[config.mk]
export PLATFORM = sky130hd
export DESIGN_NAME = flow_speed_ctrl_flat
export DESIGN_NICKNAME = d
export VERILOG_FILES = /design/src/rtl/flow_speed_ctrl_if.sv /design/src/rtl/flow_speed_ctrl.sv /design/src/flat_wrapper.sv
export SDC_FILE = /design/constraint.sdc
export NUM_CORES = 1
export LEC_CHECK = 0
export ABC_AREA = 1
export BUFFER_PORTS_ARGS = -buffer_cell sky130_fd_sc_hd__clkbuf_2
export CAP_MARGIN = 0
export CORE_UTILIZATION = 50
export CTS_CLUSTER_DIAMETER = 40
export CTS_CLUSTER_SIZE = 16
export DETAILED_ROUTE_END_ITERATION = 16
export PLACE_DENSITY = 0.77
export SYNTH_ARGS = -nofsm -noshare
export SYNTH_HDL_FRONTEND = slang
export SYNTH_SLANG_ARGS = --single-unit
[constraint.sdc]
create_clock -name clk -period 1.75 [get_ports clk]
set_input_delay 0.2625 -clock clk [delete_from_list [all_inputs] [get_ports clk]]
set_output_delay 0.2625 -clock clk [all_outputs]
set_load 0.05 [all_outputs]
[src/rtl/flow_speed_ctrl_if.sv]
// Control-side signal bundle for the flow-LED speed controller.
// The master drives the raw button and the run enable. The slave (the
// controller) returns the step strobe, the speed index and the press strobe.
interface flow_speed_ctrl_if;
  logic       key_n;      // raw push-button, 0 = pressed, asynchronous to clk
  logic       en;         // 1 = run the step generator, 0 = hold
  logic       step;       // one-cycle strobe per elapsed period
  logic [1:0] speed_sel;  // current speed index 0..3
  logic       key_press;  // one-cycle strobe per accepted press

  modport master (
    output key_n,
    output en,
    input  step,
    input  speed_sel,
    input  key_press
  );

  modport slave (
    input  key_n,
    input  en,
    output step,
    output speed_sel,
    output key_press
  );
endinterface

[src/rtl/flow_speed_ctrl.sv]
// Upstream control stage for the flow-LED shifter.
// The block synchronises and debounces one active-low push-button. Each
// accepted press advances a 2-bit speed index, which selects one of four step
// periods. A registered single-cycle step strobe is produced once per period.
module flow_speed_ctrl #(
  parameter int unsigned DEBOUNCE_CYCLES = 1_000_000,
  parameter int unsigned PERIOD0         = 25_000_000,
  parameter int unsigned PERIOD1         = 12_500_000,
  parameter int unsigned PERIOD2         = 6_250_000,
  parameter int unsigned PERIOD3         = 3_125_000,
  parameter int unsigned CNT_W           = 25
) (
  input  logic              clk,
  input  logic              rst_n,
  flow_speed_ctrl_if.slave  bus
);

  // Terminal counts for the debounce and period counters, at counter width.
  localparam logic [CNT_W-1:0] DEB_TC = CNT_W'(DEBOUNCE_CYCLES - 1);
  localparam logic [CNT_W-1:0] P0_TC  = CNT_W'(PERIOD0 - 1);
  localparam logic [CNT_W-1:0] P1_TC  = CNT_W'(PERIOD1 - 1);
  localparam logic [CNT_W-1:0] P2_TC  = CNT_W'(PERIOD2 - 1);
  localparam logic [CNT_W-1:0] P3_TC  = CNT_W'(PERIOD3 - 1);

  // Button path.
  logic             s1;        // first synchroniser stage
  logic             s2;        // second synchroniser stage, safe to use
  logic             deb;       // debounced level, 1 = released
  logic             deb_q;     // debounced level one cycle later
  logic [CNT_W-1:0] deb_cnt;   // cycles that s2 has disagreed with deb

  // Speed and step path.
  logic [CNT_W-1:0] cnt;       // period counter
  logic [CNT_W-1:0] period_tc; // terminal count for the selected speed
  logic             press;     // deb fell on the previous edge
  logic             step_r;
  logic             key_press_r;
  logic [1:0]       speed_sel_r;

  // Two-flop synchroniser. Both stages reset to the released level, so a key
  // held through reset is seen as a fresh press once reset is removed.
  // NOTE: sequential state uses non-blocking (<=) so every flop samples the
  // values from before the edge. Blocking assignments here would let s2 pick
  // up the new s1 in the same edge.
  always_ff @(posedge clk or negedge rst_n) begin
    if (!rst_n) begin
      s1 <= 1'b1;
      s2 <= 1'b1;
    end else begin
      s1 <= bus.key_n;
      s2 <= s1;
    end
  end

  // Debounce: accept a new level only after it has been stable for
  // DEBOUNCE_CYCLES consecutive cycles. Any return to the current level
  // restarts the count.
  always_ff @(posedge clk or negedge rst_n) begin
    if (!rst_n) begin
      deb     <= 1'b1;
      deb_cnt <= '0;
    end else if (s2 == deb) begin
      deb_cnt <= '0;
    end else if (deb_cnt == DEB_TC) begin
      deb     <= s2;
      deb_cnt <= '0;
    end else begin
      deb_cnt <= deb_cnt + 1'b1;
    end
  end

  // Delayed copy of the debounced level. It is used to find the press edge.
  always_ff @(posedge clk or negedge rst_n) begin
    if (!rst_n) begin
      deb_q <= 1'b1;
    end else begin
      deb_q <= deb;
    end
  end

  // A press is the 1->0 transition of the debounced level. A release
  // (0->1) is intentionally not reported.
  assign press = deb_q & ~deb;

  // Select the terminal count for the current speed index.
  // NOTE: every output of a combinational block gets a default first. This
  // means no path can leave it unassigned and infer a latch.
  always_comb begin
    period_tc = P0_TC;
    unique case (speed_sel_r)
      2'd0: period_tc = P0_TC;
      2'd1: period_tc = P1_TC;
      2'd2: period_tc = P2_TC;
      2'd3: period_tc = P3_TC;
      default: period_tc = P0_TC;
    endcase
  end

  // Speed selection and step generation.
  // A press takes priority over a terminal count on the same edge. The new
  // period then starts cleanly from zero and no stale strobe is emitted.
  // While disabled, the counter is held at zero, so the first enabled period
  // is a full one.
  always_ff @(posedge clk or negedge rst_n) begin
    if (!rst_n) begin
      cnt         <= '0;
      step_r      <= 1'b0;
      key_press_r <= 1'b0;
      speed_sel_r <= 2'd0;
    end else if (press) begin
      cnt         <= '0;
      step_r      <= 1'b0;
      key_press_r <= 1'b1;
      speed_sel_r <= speed_sel_r + 2'd1;
    end else if (!bus.en) begin
      cnt         <= '0;
      step_r      <= 1'b0;
      key_press_r <= 1'b0;
    end else if (cnt == period_tc) begin
      cnt         <= '0;
      step_r      <= 1'b1;
      key_press_r <= 1'b0;
    end else begin
      cnt         <= cnt + 1'b1;
      step_r      <= 1'b0;
      key_press_r <= 1'b0;
    end
  end

  assign bus.step      = step_r;
  assign bus.key_press = key_press_r;
  assign bus.speed_sel = speed_sel_r;

endmodule
[src/flat_wrapper.sv]
// flat-port wrapper written by rule: the top's interface ports become plain ports
module flow_speed_ctrl_flat 
#(
  parameter int unsigned DEBOUNCE_CYCLES = 1_000_000,
  parameter int unsigned PERIOD0         = 25_000_000,
  parameter int unsigned PERIOD1         = 12_500_000,
  parameter int unsigned PERIOD2         = 6_250_000,
  parameter int unsigned PERIOD3         = 3_125_000,
  parameter int unsigned CNT_W           = 25
)
  (clk, rst_n, bus_key_n, bus_en, bus_step, bus_speed_sel, bus_key_press);
  flow_speed_ctrl_if bus_i ();
  input  logic clk;
  input  logic rst_n;
  input wire logic [$bits(bus_i.key_n)-1:0] bus_key_n;
  input wire logic [$bits(bus_i.en)-1:0] bus_en;
  output wire logic [$bits(bus_i.step)-1:0] bus_step;
  output wire logic [$bits(bus_i.speed_sel)-1:0] bus_speed_sel;
  output wire logic [$bits(bus_i.key_press)-1:0] bus_key_press;
  assign bus_i.key_n = bus_key_n;
  assign bus_i.en = bus_en;
  assign bus_step = bus_i.step;
  assign bus_speed_sel = bus_i.speed_sel;
  assign bus_key_press = bus_i.key_press;
  flow_speed_ctrl #(.DEBOUNCE_CYCLES(DEBOUNCE_CYCLES), .PERIOD0(PERIOD0), .PERIOD1(PERIOD1), .PERIOD2(PERIOD2), .PERIOD3(PERIOD3), .CNT_W(CNT_W)) u_core (.clk(clk), .rst_n(rst_n), .bus(bus_i));
endmodule
==> impl_metrics.json <==
{
  "endpoint_kind": "flop",
  "rsz0062_at_grt": "yes",
  "num_rows": 29,
  "hold_viol_final": 0,
  "die_area_sq_mm": 0.00720,
  "worstPathMaxFanout": 6,
  "viasPerCell": 5.24,
  "syn_inst": 476,
  "synth_nets": 488,
  "clock_latency_ns": 0.34,
  "power_density_mw_per_mm2": 694,
  "ios": 8,
  "fin_skew_ns": 0.00753,
  "grtUsageTotal_pct": 23.7,
  "yosys_warnings": 0,
  "areaGrowthSynthToFinish_pct": 20.3,
  "endpoint": "u_core.cnt[2]",
  "start_kind": "flop",
  "drt.antenna.violating_nets": 0,
  "io_buffers": 7,
  "ys_seq_area_share_pct": 42.4,
  "hold_class": "in -> reg",
  "ys_ff_latch": 58,
  "layout-drive-gt1-share_pct": 19.5,
  "cts.path.max_buffers": 2,
  "period_share_pct": 109,
  "dp_hpwl_um": 5310,
  "worstPathArrival_ns": 2.15,
  "worst_pin_slew_ns": 0.563,
  "status": "finished, violations left",
  "reg2reg_depth": 13,
  "cap_violations": 0,
  "cp.required_ns": 1.98,
  "dr.pass1.iters": 4,
  "grt_pass1_wl_um": 13300,
  "antenna_cells": 0,
  "vias": 3099,
  "relSlewSlack_pct": 62.5,
  "p_leak_nw": 1.79,
  "timing.reg2reg.setup_slack_ns": -0.17,
  "wire_per_inst_um": 14.1,
  "synth.avg_cell_area_sq_um": 7.21,
  "crit_type": "reg -> reg",
  "final_nets": 521,
  "drtIter0Drc": 179,
  "violations": "negative setup slack",
  "design_area_sq_mm": 0.00413,
  "drv_slew": 0,
  "first_global_vias": 3050,
  "start_util_pct": 52.8,
  "root_buffer": "clkbuf_8",
  "ir_worst_vdd_mv": 0.529,
  "r2r-end": "u_core.cnt[2]",
  "finalSetupViolCount": 26,
  "grt_max_degree": 23,
  "core-area_sq_mm": 0.00649,
  "fp.dieH_um": 84.9,
  "antenna_found_initial": 0,
  "die_width_um": 84.9,
  "numClockSinks": 58,
  "total_power_mw": 2.86,
  "cts_tree": "built",
  "r2r_start": "u_core.bus.speed_sel[0]",
  "drcViolationCount": 0,
  "layout_setup_ws_ns": -0.165,
  "grt_overflow": 0,
  "cp-startpoint": "u_core.bus.speed_sel[0]",
  "gp_congestion": 0.962,
  "routed_wl_um": 8300,
  "cts_made_buffers": 9,
  "path_clk_slew_ns": 0.07,
  "fmax_ghz": 0.522,
  "min_from": "bus_en",
  "fin_crit_ns": 1.92,
  "postPlaceCellArea_sq_mm": 0.00361,
  "fin_hold_ws_ns": 0.159,
  "htree_levels": 3,
  "syn_area_sq_mm": 0.00343,
  "yosysUniqueCellTypes": 27
}
layout make-up:
class / count / area, sq um
fillers: 517 / 2370
multi-input cells: 356 / 1900
flip-flops and latches: 58 / 1460
inverters: 60 / 235
repair buffers: 24 / 211
clock buffers: 10 / 138
well taps: 77 / 96.3
clock inverters: 6 / 90.1
synthesized netlist by cell type, drive strengths merged:
cell,count,share of area [%]
nand3,27,4.2
nand2,134,15
dfrtp,54,39
inv,60,6.6
dfstp,4,3.1
xnor2,7,1.8
nand4,11,2.0
a21oi,3,0.44
ha,8,2.9
o22ai,1,0.18
a21o,1,0.22
nor3,13,2.4
nor2,115,13
buf,5,1.3
xor2,22,5.6
o21ai,11,1.6
placed cells by master (no fill, tap or decap), types with 3 or more instances in the layout:
master | netlist | layout
nand2_1 | 131 | 126
ha_4 | 0 | 4
a21oi_1 | 3 | 3
inv_4 | 0 | 4
nor3_1 | 11 | 10
ha_2 | 0 | 3
clkbuf_2 | 0 | 7
buf_4 | 1 | 8
nand3_2 | 2 | 3
o21ai_0 | 9 | 9
xnor2_1 | 7 | 7
xor2_1 | 22 | 22
nor2_2 | 4 | 21
nand4_1 | 11 | 11
nand3_1 | 25 | 24
clkbuf_8 | 0 | 10
inv_1 | 58 | 54
nor2_1 | 109 | 89
dfrtp_1 | 54 | 52
buf_6 | 3 | 5
dfstp_2 | 4 | 4
nor2_4 | 2 | 5
nand2_2 | 2 | 6
nand2_4 | 1 | 4
timing repair:
action | 4_1_cts | 5_1_grt
hold endpoints to repair | 19 | 0
gates resized for setup | 7 | 46
setup endpoints to repair | 25 | 40
hold buffers | 2 | 0
buffers inserted | 0 | 7
pin swaps | 5 | 7
gates cloned | 3 | 0
sequential cells by signal, indices dropped and copies added, names as in the netlist:
register,cells
u_core.bus.key_press,1
u_core.bus.speed_sel,2
u_core.bus.step,1
u_core.cnt,25
u_core.deb,1
u_core.deb_cnt,25
u_core.deb_q,1
u_core.s1,1
u_core.s2,1
logic make-up after synthesis:
group	after synthesis	share of synthesized area [%]
AOI/OAI and AO/OA	16	2.44
DFF	58	42.4
adders and majority gates	8	2.92
xor gates and xnor gates	29	7.40
buffers and inverters	65	7.87
and+or+nand+nor	300	36.9
where the power goes:
group / switching (mW) / internal, mW
Sequential: 0.00967 / 1.36
Clock: 0.552 / 0.841
Combinational: 0.0737 / 0.0316
Total: 0.635 / 2.23
metal layers:
layer / up-vias / wire [um] / track usage [%]
li1: 1539 / - / -
met1: 1438 / 3460 / 26.6
met2: 93 / 4150 / 41.7
met3: 29 / 429 / 6.91
met4: 0 / 261 / 11.1
met5: - / 0 / 0
worst min path at each step:
stage | slack [ns] | to | depth (start not counted)
3_3_place_gp | 0.26 | u_core.cnt[16] | 1
2_1_floorplan | -0.03 | u_core.bus.key_press | 0
3_5_place_dp | 0.27 | u_core.cnt[24] | 1
4_1_cts | 0.14 | u_core.bus.step | 3
5_1_grt | 0.16 | u_core.bus.step | 3
6_report | 0.16 | u_core.bus.step | 3
worst max-delay path: stages, from the launching register on:
cell and delay [ns]:
dfrtp_2 0.45, inv_4 0.08, ha_4 0.19, buf_6 0.13, nand2_2 0.06, inv_1 0.04, nor2_1 0.12, nand2_1 0.08
nor2_1 0.10, nand2_1 0.08, nor2_2 0.13, nand2_4 0.14, nand2_4 0.16, nor2_1 0.05
per-stage QoR:
| stage | setup TNS (ns) | utilization (%) | setup WS [ns] | cells |
|---|---|---|---|---|
| finish | -3.90 | 63.6 | -0.165 | 591 |
| global route | -4.88 | 63.6 | -0.201 | 591 |
| CTS | 0 | 60.1 | 0.00182 | 584 |
| detailed placement | -1.06 | 55.6 | -0.0565 | 563 |
| global placement | 0 | 55.6 | 0.0122 | 563 |
| floorplan | -1.09 | - | -0.0556 | 476 |
Power figures use the tool's default switching activity.
